[config.mk]
export PLATFORM = sky130hd
export DESIGN_NAME = dcache_2way
export DESIGN_NICKNAME = d
export VERILOG_FILES = /design/src/rtl/dcache_2way.sv
export SDC_FILE = /design/constraint.sdc
export NUM_CORES = 1
export LEC_CHECK = 0
export ABC_CLOCK_PERIOD_IN_PS = 4000
export CELL_PAD_IN_SITES_DETAIL_PLACEMENT = 1
export CELL_PAD_IN_SITES_GLOBAL_PLACEMENT = 1
export CORE_ASPECT_RATIO = 0.75
export CORE_MARGIN = 2
export CORE_UTILIZATION = 50
export DETAILED_ROUTE_END_ITERATION = 6
export HOLD_SLACK_MARGIN = 0.12
export PLACE_DENSITY = 0.92
export SLEW_MARGIN = 5
export SYNTH_ARGS = -nofsm -noshare
export SYNTH_HDL_FRONTEND = slang
export SYNTH_SLANG_ARGS = --single-unit
[constraint.sdc]
create_clock -name clock -period 4 [get_ports clock]
set_input_delay 0.6 -clock clock [delete_from_list [all_inputs] [get_ports clock]]
set_output_delay 0.6 -clock clock [all_outputs]
set_load 0.05 [all_outputs]
[src/rtl/dcache_2way.sv]
// dcache_2way: two-way set-associative, write-back, write-allocate data cache
// with one LRU bit per set and 4-byte (one memory word) blocks.
// Optional hit/miss/write-back statistics counters are built when the macro
// DCACHE_2WAY_STATS_EN is defined.
//
// state     | meaning
// ----------+---------------------------------------------------------
// IDLE      | no memory traffic; hits complete here, a miss starts refill
// WRITEBACK | dirty victim word being written back to memory
// FETCH     | missed block being read from memory
// UPDATE    | fetched word installed into the victim way (one cycle)
`timescale 1ns/1ps
module dcache_2way #(
    parameter int ADDR_W  = 8,
    parameter int INDEX_W = 2
) (
    input  logic              clock,
    input  logic              reset,
    input  logic              read,
    input  logic              write,
    input  logic [ADDR_W-1:0] address,
    input  logic [7:0]        writedata,
    output logic [7:0]        readdata,
    output logic              busywait,
    output logic              mem_read,
    output logic              mem_write,
    output logic [ADDR_W-3:0] mem_address,
    output logic [31:0]       mem_writedata,
    input  logic [31:0]       mem_readdata,
    input  logic              mem_busywait
`ifdef DCACHE_2WAY_STATS_EN
    ,
    output logic [15:0]       hit_count,
    output logic [15:0]       miss_count,
    output logic [15:0]       wb_count
`endif
);
    localparam int TAG_W = ADDR_W - INDEX_W - 2;
    localparam int SETS  = 1 << INDEX_W;

    typedef enum logic [1:0] {IDLE, WRITEBACK, FETCH, UPDATE} state_t;
    state_t state, state_next;

    logic [1:0]         valid_q [SETS];
    logic [1:0]         dirty_q [SETS];
    logic [TAG_W-1:0]   tag_q   [SETS][2];
    logic [31:0]        data_q  [SETS][2];
    logic [SETS-1:0]    lru_q;
    logic               victim_q;
    logic               victim_sel;

    logic [TAG_W-1:0]   addr_tag;
    logic [INDEX_W-1:0] addr_idx;
    logic [1:0]         addr_off;
    logic               req;
    logic               hit0;
    logic               hit1;
    logic               hit;
    logic               hit_way;
    logic               do_hit;
    logic               miss_start;
    logic [31:0]        hit_word;

    assign addr_tag   = address[ADDR_W-1:INDEX_W+2];
    assign addr_idx   = address[INDEX_W+1:2];
    assign addr_off   = address[1:0];
    assign req        = read || write;
    assign hit0       = valid_q[addr_idx][0] && (tag_q[addr_idx][0] == addr_tag);
    assign hit1       = valid_q[addr_idx][1] && (tag_q[addr_idx][1] == addr_tag);
    assign hit        = hit0 || hit1;
    assign hit_way    = hit1;
    assign hit_word   = data_q[addr_idx][hit_way];
    assign do_hit     = (state == IDLE) && req && hit;
    assign miss_start = (state == IDLE) && req && !hit;

    // Empty ways are filled before anything is evicted; otherwise LRU decides.
    assign victim_sel = !valid_q[addr_idx][0] ? 1'b0 :
                        !valid_q[addr_idx][1] ? 1'b1 : lru_q[addr_idx];

    // State register.
    always_ff @(posedge clock) begin
        if (reset) state <= IDLE;
        else       state <= state_next;
    end

    // Next-state logic: refill sequence, skipping write-back for clean victims.
    always_comb begin
        state_next = state;
        case (state)
            IDLE: begin
                if (miss_start) begin
                    if (valid_q[addr_idx][victim_sel] && dirty_q[addr_idx][victim_sel])
                        state_next = WRITEBACK;
                    else
                        state_next = FETCH;
                end
            end
            WRITEBACK: if (!mem_busywait) state_next = FETCH;
            FETCH:     if (!mem_busywait) state_next = UPDATE;
            UPDATE:    state_next = IDLE;
            default:   state_next = IDLE;
        endcase
    end

    // Outputs: memory handshake, CPU stall and the load byte of the hit way.
    always_comb begin
        mem_read      = 1'b0;
        mem_write     = 1'b0;
        mem_address   = address[ADDR_W-1:2];
        mem_writedata = data_q[addr_idx][victim_q];
        case (state)
            WRITEBACK: begin
                mem_write   = 1'b1;
                mem_address = {tag_q[addr_idx][victim_q], addr_idx};
            end
            FETCH:   mem_read = 1'b1;
            default: ;
        endcase
        busywait = req && ((state != IDLE) || !hit);
        readdata = hit_word[{addr_off, 3'b000} +: 8];
    end

    // Metadata: valid/dirty/lru and the victim latched when a miss is seen.
    always_ff @(posedge clock) begin
        if (reset) begin
            for (int s = 0; s < SETS; s++) begin
                valid_q[s] <= '0;
                dirty_q[s] <= '0;
            end
            lru_q    <= '0;
            victim_q <= 1'b0;
        end else begin
            if (miss_start) victim_q <= victim_sel;
            if (do_hit) begin
                lru_q[addr_idx] <= ~hit_way;
                if (write) dirty_q[addr_idx][hit_way] <= 1'b1;
            end
            if (state == UPDATE) begin
                valid_q[addr_idx][victim_q] <= 1'b1;
                dirty_q[addr_idx][victim_q] <= 1'b0;
            end
        end
    end

    // Data and tag arrays: not cleared by reset, but a reset edge blocks any update.
    always_ff @(posedge clock) begin
        if (!reset) begin
            if (do_hit && write)
                data_q[addr_idx][hit_way][{addr_off, 3'b000} +: 8] <= writedata;
            if (state == UPDATE) begin
                data_q[addr_idx][victim_q] <= mem_readdata;
                tag_q[addr_idx][victim_q]  <= addr_tag;
            end
        end
    end

`ifdef DCACHE_2WAY_STATS_EN
    logic filled_q;

    // Marks the IDLE cycle right after a refill so its completing hit is not counted.
    always_ff @(posedge clock) begin
        if (reset) filled_q <= 1'b0;
        else       filled_q <= (state == UPDATE);
    end

    // Saturating statistics counters.
    always_ff @(posedge clock) begin
        if (reset) begin
            hit_count  <= '0;
            miss_count <= '0;
            wb_count   <= '0;
        end else begin
            if (do_hit && !filled_q && (hit_count != 16'hFFFF))
                hit_count <= hit_count + 16'd1;
            if (miss_start && (miss_count != 16'hFFFF))
                miss_count <= miss_count + 16'd1;
            if ((state == WRITEBACK) && (state_next == FETCH) && (wb_count != 16'hFFFF))
                wb_count <= wb_count + 16'd1;
        end
    end
`endif
endmodule

==> metrics list <==
- In this run the cell area of the synthesized design comes to about 0.014 mm2.
- Adder and majority cell fraction of the synthesized area: 0.804%
* Compound-cell area share of the yosys netlist: under 10%
* Number of antenna violations at the first check in global routing: 1
- Via count: 8969
* Endpoint required time on the critical path: 3400 ps
- Synthesis instantiated 44 different standard cells from the library.
- Dividing the detail-routed via count by the number of cells gives 6.52.
- GRT Total Usage: 30.6%
- Counting the fill cells in the layout gives 2512.
- Routed wire length per instance: 31.8 um
* Cell repeated most along the worst path: mux4_2
* Top FF cell, synth: edfxtp_1
* Port bufs: 101
- Crit path buf inv count: 2
- 1st-iter DRT viols: 949
- The first TritonRoute pass finished after 5 iterations.
- Dominant combinational cell family by area after synthesis: multiplexers
- The die covers 0.0294 mm2.
- Wire length of the first global-routing pass: 64600 um
- XOR/XNOR Fraction of Synth Area: 0.501%
- The number of nets in the synthesized netlist is 930.
* Count of antenna diodes in the layout: 0
- Area growth from synthesis to layout: 18.4%
- For this run, the number of Yosys warnings is 0.
- In this run the number of H-tree levels came out at 1.
- Total number of nets in the final design: 1056
- STA classifies the critical path startpoint as a register.
- Routability-driven placement finished with a final weighted congestion of 0.850.
- Across the VDD grid, the largest voltage drop is 0.390 mV.
- Placed wire-length estimate after detailed placement: 29900 um
- Final max-slew violation count: 0
- Cell-internal power: roughly 5.6 mW
* Busiest layer in global routing: met2
- Based on the critical path, the design can be clocked at up to 265 MHz.
* Synthesized area divided by synthesized cell count: 16.1 um2
* Clock latency at the later pin of the worst-skew pair: 580 ps
* Path category of the worst min-delay check: reg2reg
* Number of cells in the finished layout apart from fillers: between 1k and 1.5k
- Post-route fraction of the period consumed by the critical path: 94.2%
* Worst setup skew after layout: about 23 ps
- At the worst endpoint, the arrival time is 3170 ps.
* Cell-by-cell trace of the critical path: mux4_2 > xnor2_1 > nand3_2 > nor2_8 > mux4_2 > inv_1 > buf_12
- The number of hold violations in the final report came to 0.
- Clock Pin Slew Worst Setup and Hold Paths: 60 ps
- 102 I/O pins were placed.
- Crit. End Element: output pin
- For this block, the routed nets add up to 43700 um of wire.
- Fraction of layout instances using a drive strength above 1: 25.2%
- For this design the total switching power over the nets is about 2.1 mW.
- For this configuration, the core starts out at a cell density of 50.4%.
* EDFF count, synth: 304
- Setup repair after global routing missed its margin: no
- After global routing the overflow that remains totals 0.
* Number of buffers on the longest clock path: 3
- Once placement completed, the tool counted placed cells totaling about 1.3k.
- Clock network power share: 36.1%
- Global routing met2 resource utilization: 50.7%
- Entering global routing, the biggest net connects between 40 and 50 pins.
- Synth Area in Simple Gates: 6.11%
- Outcome: finished clean
- Max transition margin: 5.26%
- Die width: 197 um
- Power density over cell area: 461 mW/mm2
- Core area: 0.0278 mm2
- For this design, the CTS-stage hold fixing added 0 buffers.
- Setup bufs post-CTS: 0
- Combinational share of power: 16.0%
* Fraction of synthesis flops using an asynchronous set or reset pin: 0%
* Worst Tran Pin Value: 1420 ps
- Of all nets on the critical path, the largest fanout is 18.
- Static leakage: 5.54 nW
- The number of gates resized after CTS was 0.
- Row Count: 53
- Biggest cell delay along the critical path: ~570 ps
- In the synthesized netlist, mux cells make up 18.9% of the area.
- Proportion of total power due to net switching: 27.1%
- Synthesis inferred 311 register bits.
- TritonCTS clock tree: yes
- In the final timing run, aggregate negative setup slack is 0 ps.
* DRC violations left: 0
* Max-capacitance violation count: 0
- Sequential share of the synthesized area: 66.2%
- Via count of the first global-routing pass: about 9.5k
- The critical path is of the reg2out type.
- Cells after synthesis: 868
- Setup violations remaining at the end of the flow were counted as 0.
- Buffer cell driving the clock tree root: clkbuf_16
* Final Critical Period: 3770 ps
- Share of total power in sequential cells: 47.9%
- The detail route stage leaves a number of antenna-violating nets equal to 0.
- Counting every sink on the clock net gives 311.
- Die Y: 149 um
- Worst path slowest cell: mux4_2
* Routing usage on met3: 6.42%
* Top cell family by delay on the critical path: multiplexers
- Global routing used 40.4% of the available met1 tracks.
* TritonCTS Buffers: 30
power groups by stage:
stage / clock network, mW / registers, mW / logic (mW)
after global routing: 2.87 / 3.66 / 1.28
after global placement: 0 / 3.72 / 1.14
after floorplan: 0 / 3.69 / 0.774
after detailed placement: 0 / 3.73 / 1.19
final: 2.75 / 3.66 / 1.22
after CTS: 2.76 / 3.66 / 1.21
stage by stage:
| stage | setup WS [ps] | util, % | hold slack (ps) | cell area [um2] | power, mW |
|---|---|---|---|---|---|
| 3_3_place_gp | 380 | 56.3 | 509 | 15600 | 4.87 |
| 4_1_cts | 226 | 59.6 | 532 | 16600 | 7.63 |
| 5_1_grt | 111 | 59.6 | 592 | 16600 | 7.81 |
| 2_1_floorplan | 619 | - | 491 | 14000 | 4.47 |
| 6_report | 233 | 59.6 | 539 | 16600 | 7.64 |
| 3_5_place_dp | 309 | 56.3 | 520 | 15600 | 4.92 |
registers in the layout, summed over array words and instances, names as in the netlist:
name / count
valid_q: 8
dirty_q: 8
tag_q: 32
victim_q: 1
lru_q: 4
data_q: 256
state: 2
path summary, 6_finish.rpt:
check,startpoint,to,slack (ps),cells after the start
worst max-delay path,tag_q[2][1],readdata[5],230,7
worst min-delay path,lru_q[3],lru_q[3],540,2
worst max register to register,victim_q,data_q[1][11],690,3
worst min register to register,lru_q[3],lru_q[3],540,2
worst min-delay path, stage by stage, from the launching register on:
cell      delay (ps)
dfxtp_1          310
a21oi_1          120
a211oi_1          60
logic make-up after synthesis:
family | after synthesis
flops | 311
simple gates | 187
mux | 154
compound gates | 123
buf+inv | 76
fa+ha+maj | 9
xor+xnor | 8
synth_stat cells (all sizes together), types with 2 or more instances:
library cell  count  area [um2]
dfxtp             7         140
buf              21         138
nand2b            3        18.8
mux4             85        1910
mux2i            37         370
nand2           103         394
nor3             20         105
o21ai            81         405
xnor2             8        70.1
or3               2        12.5
nor4              3        37.5
clkbuf           39         146
a21oi            16        80.1
a211oi            5        37.5
a21o             13        97.6
inv              15        56.3
nor3b             3        22.5
and2              5        31.3
mux2             32         360
nor2b             2        12.5
nand3             8        45.0
edfxtp          304        9130
ha                9         113
nor2             32         136
or2               4        25.0
cells in the final DEF (no fill, tap or decap), types with 5 or more instances in the layout:
master,count
clkinv_2,8
nor2_1,31
nand3_1,7
clkbuf_1,5
nor3_1,19
mux2i_1,37
ha_1,9
o21ai_0,79
clkinv_1,9
a21o_1,13
a21oi_1,16
dfxtp_1,6
mux4_2,85
edfxtp_1,304
nand2_1,102
a211oi_1,5
inv_1,15
xnor2_1,8
buf_12,10
mux2_2,32
clkbuf_16,30
buf_4,70
clkdlybuf4s50_1,74
routing by layer:
metal	wire [um]	up-vias
met3	4090	121
li1	-	3650
met2	21500	552
met1	16400	4644
met5	11	-
met4	1690	2
cell type report:
| class | count | area (um2) | area share [%] |
|---|---|---|---|
| Sequential cell | 311 | 9270 | 55.9 |
| Inverter | 16 | 60.1 | 0.362 |
| Multi-Input combinational cell | 481 | 4390 | 26.5 |
| Clock buffer | 35 | 769 | 4.64 |
| Clock inverter | 21 | 165 | 0.997 |
| Tap cell | 357 | 447 | 2.70 |
| Timing Repair Buffer | 154 | 1470 | 8.85 |
Power figures use the tool's default switching activity.
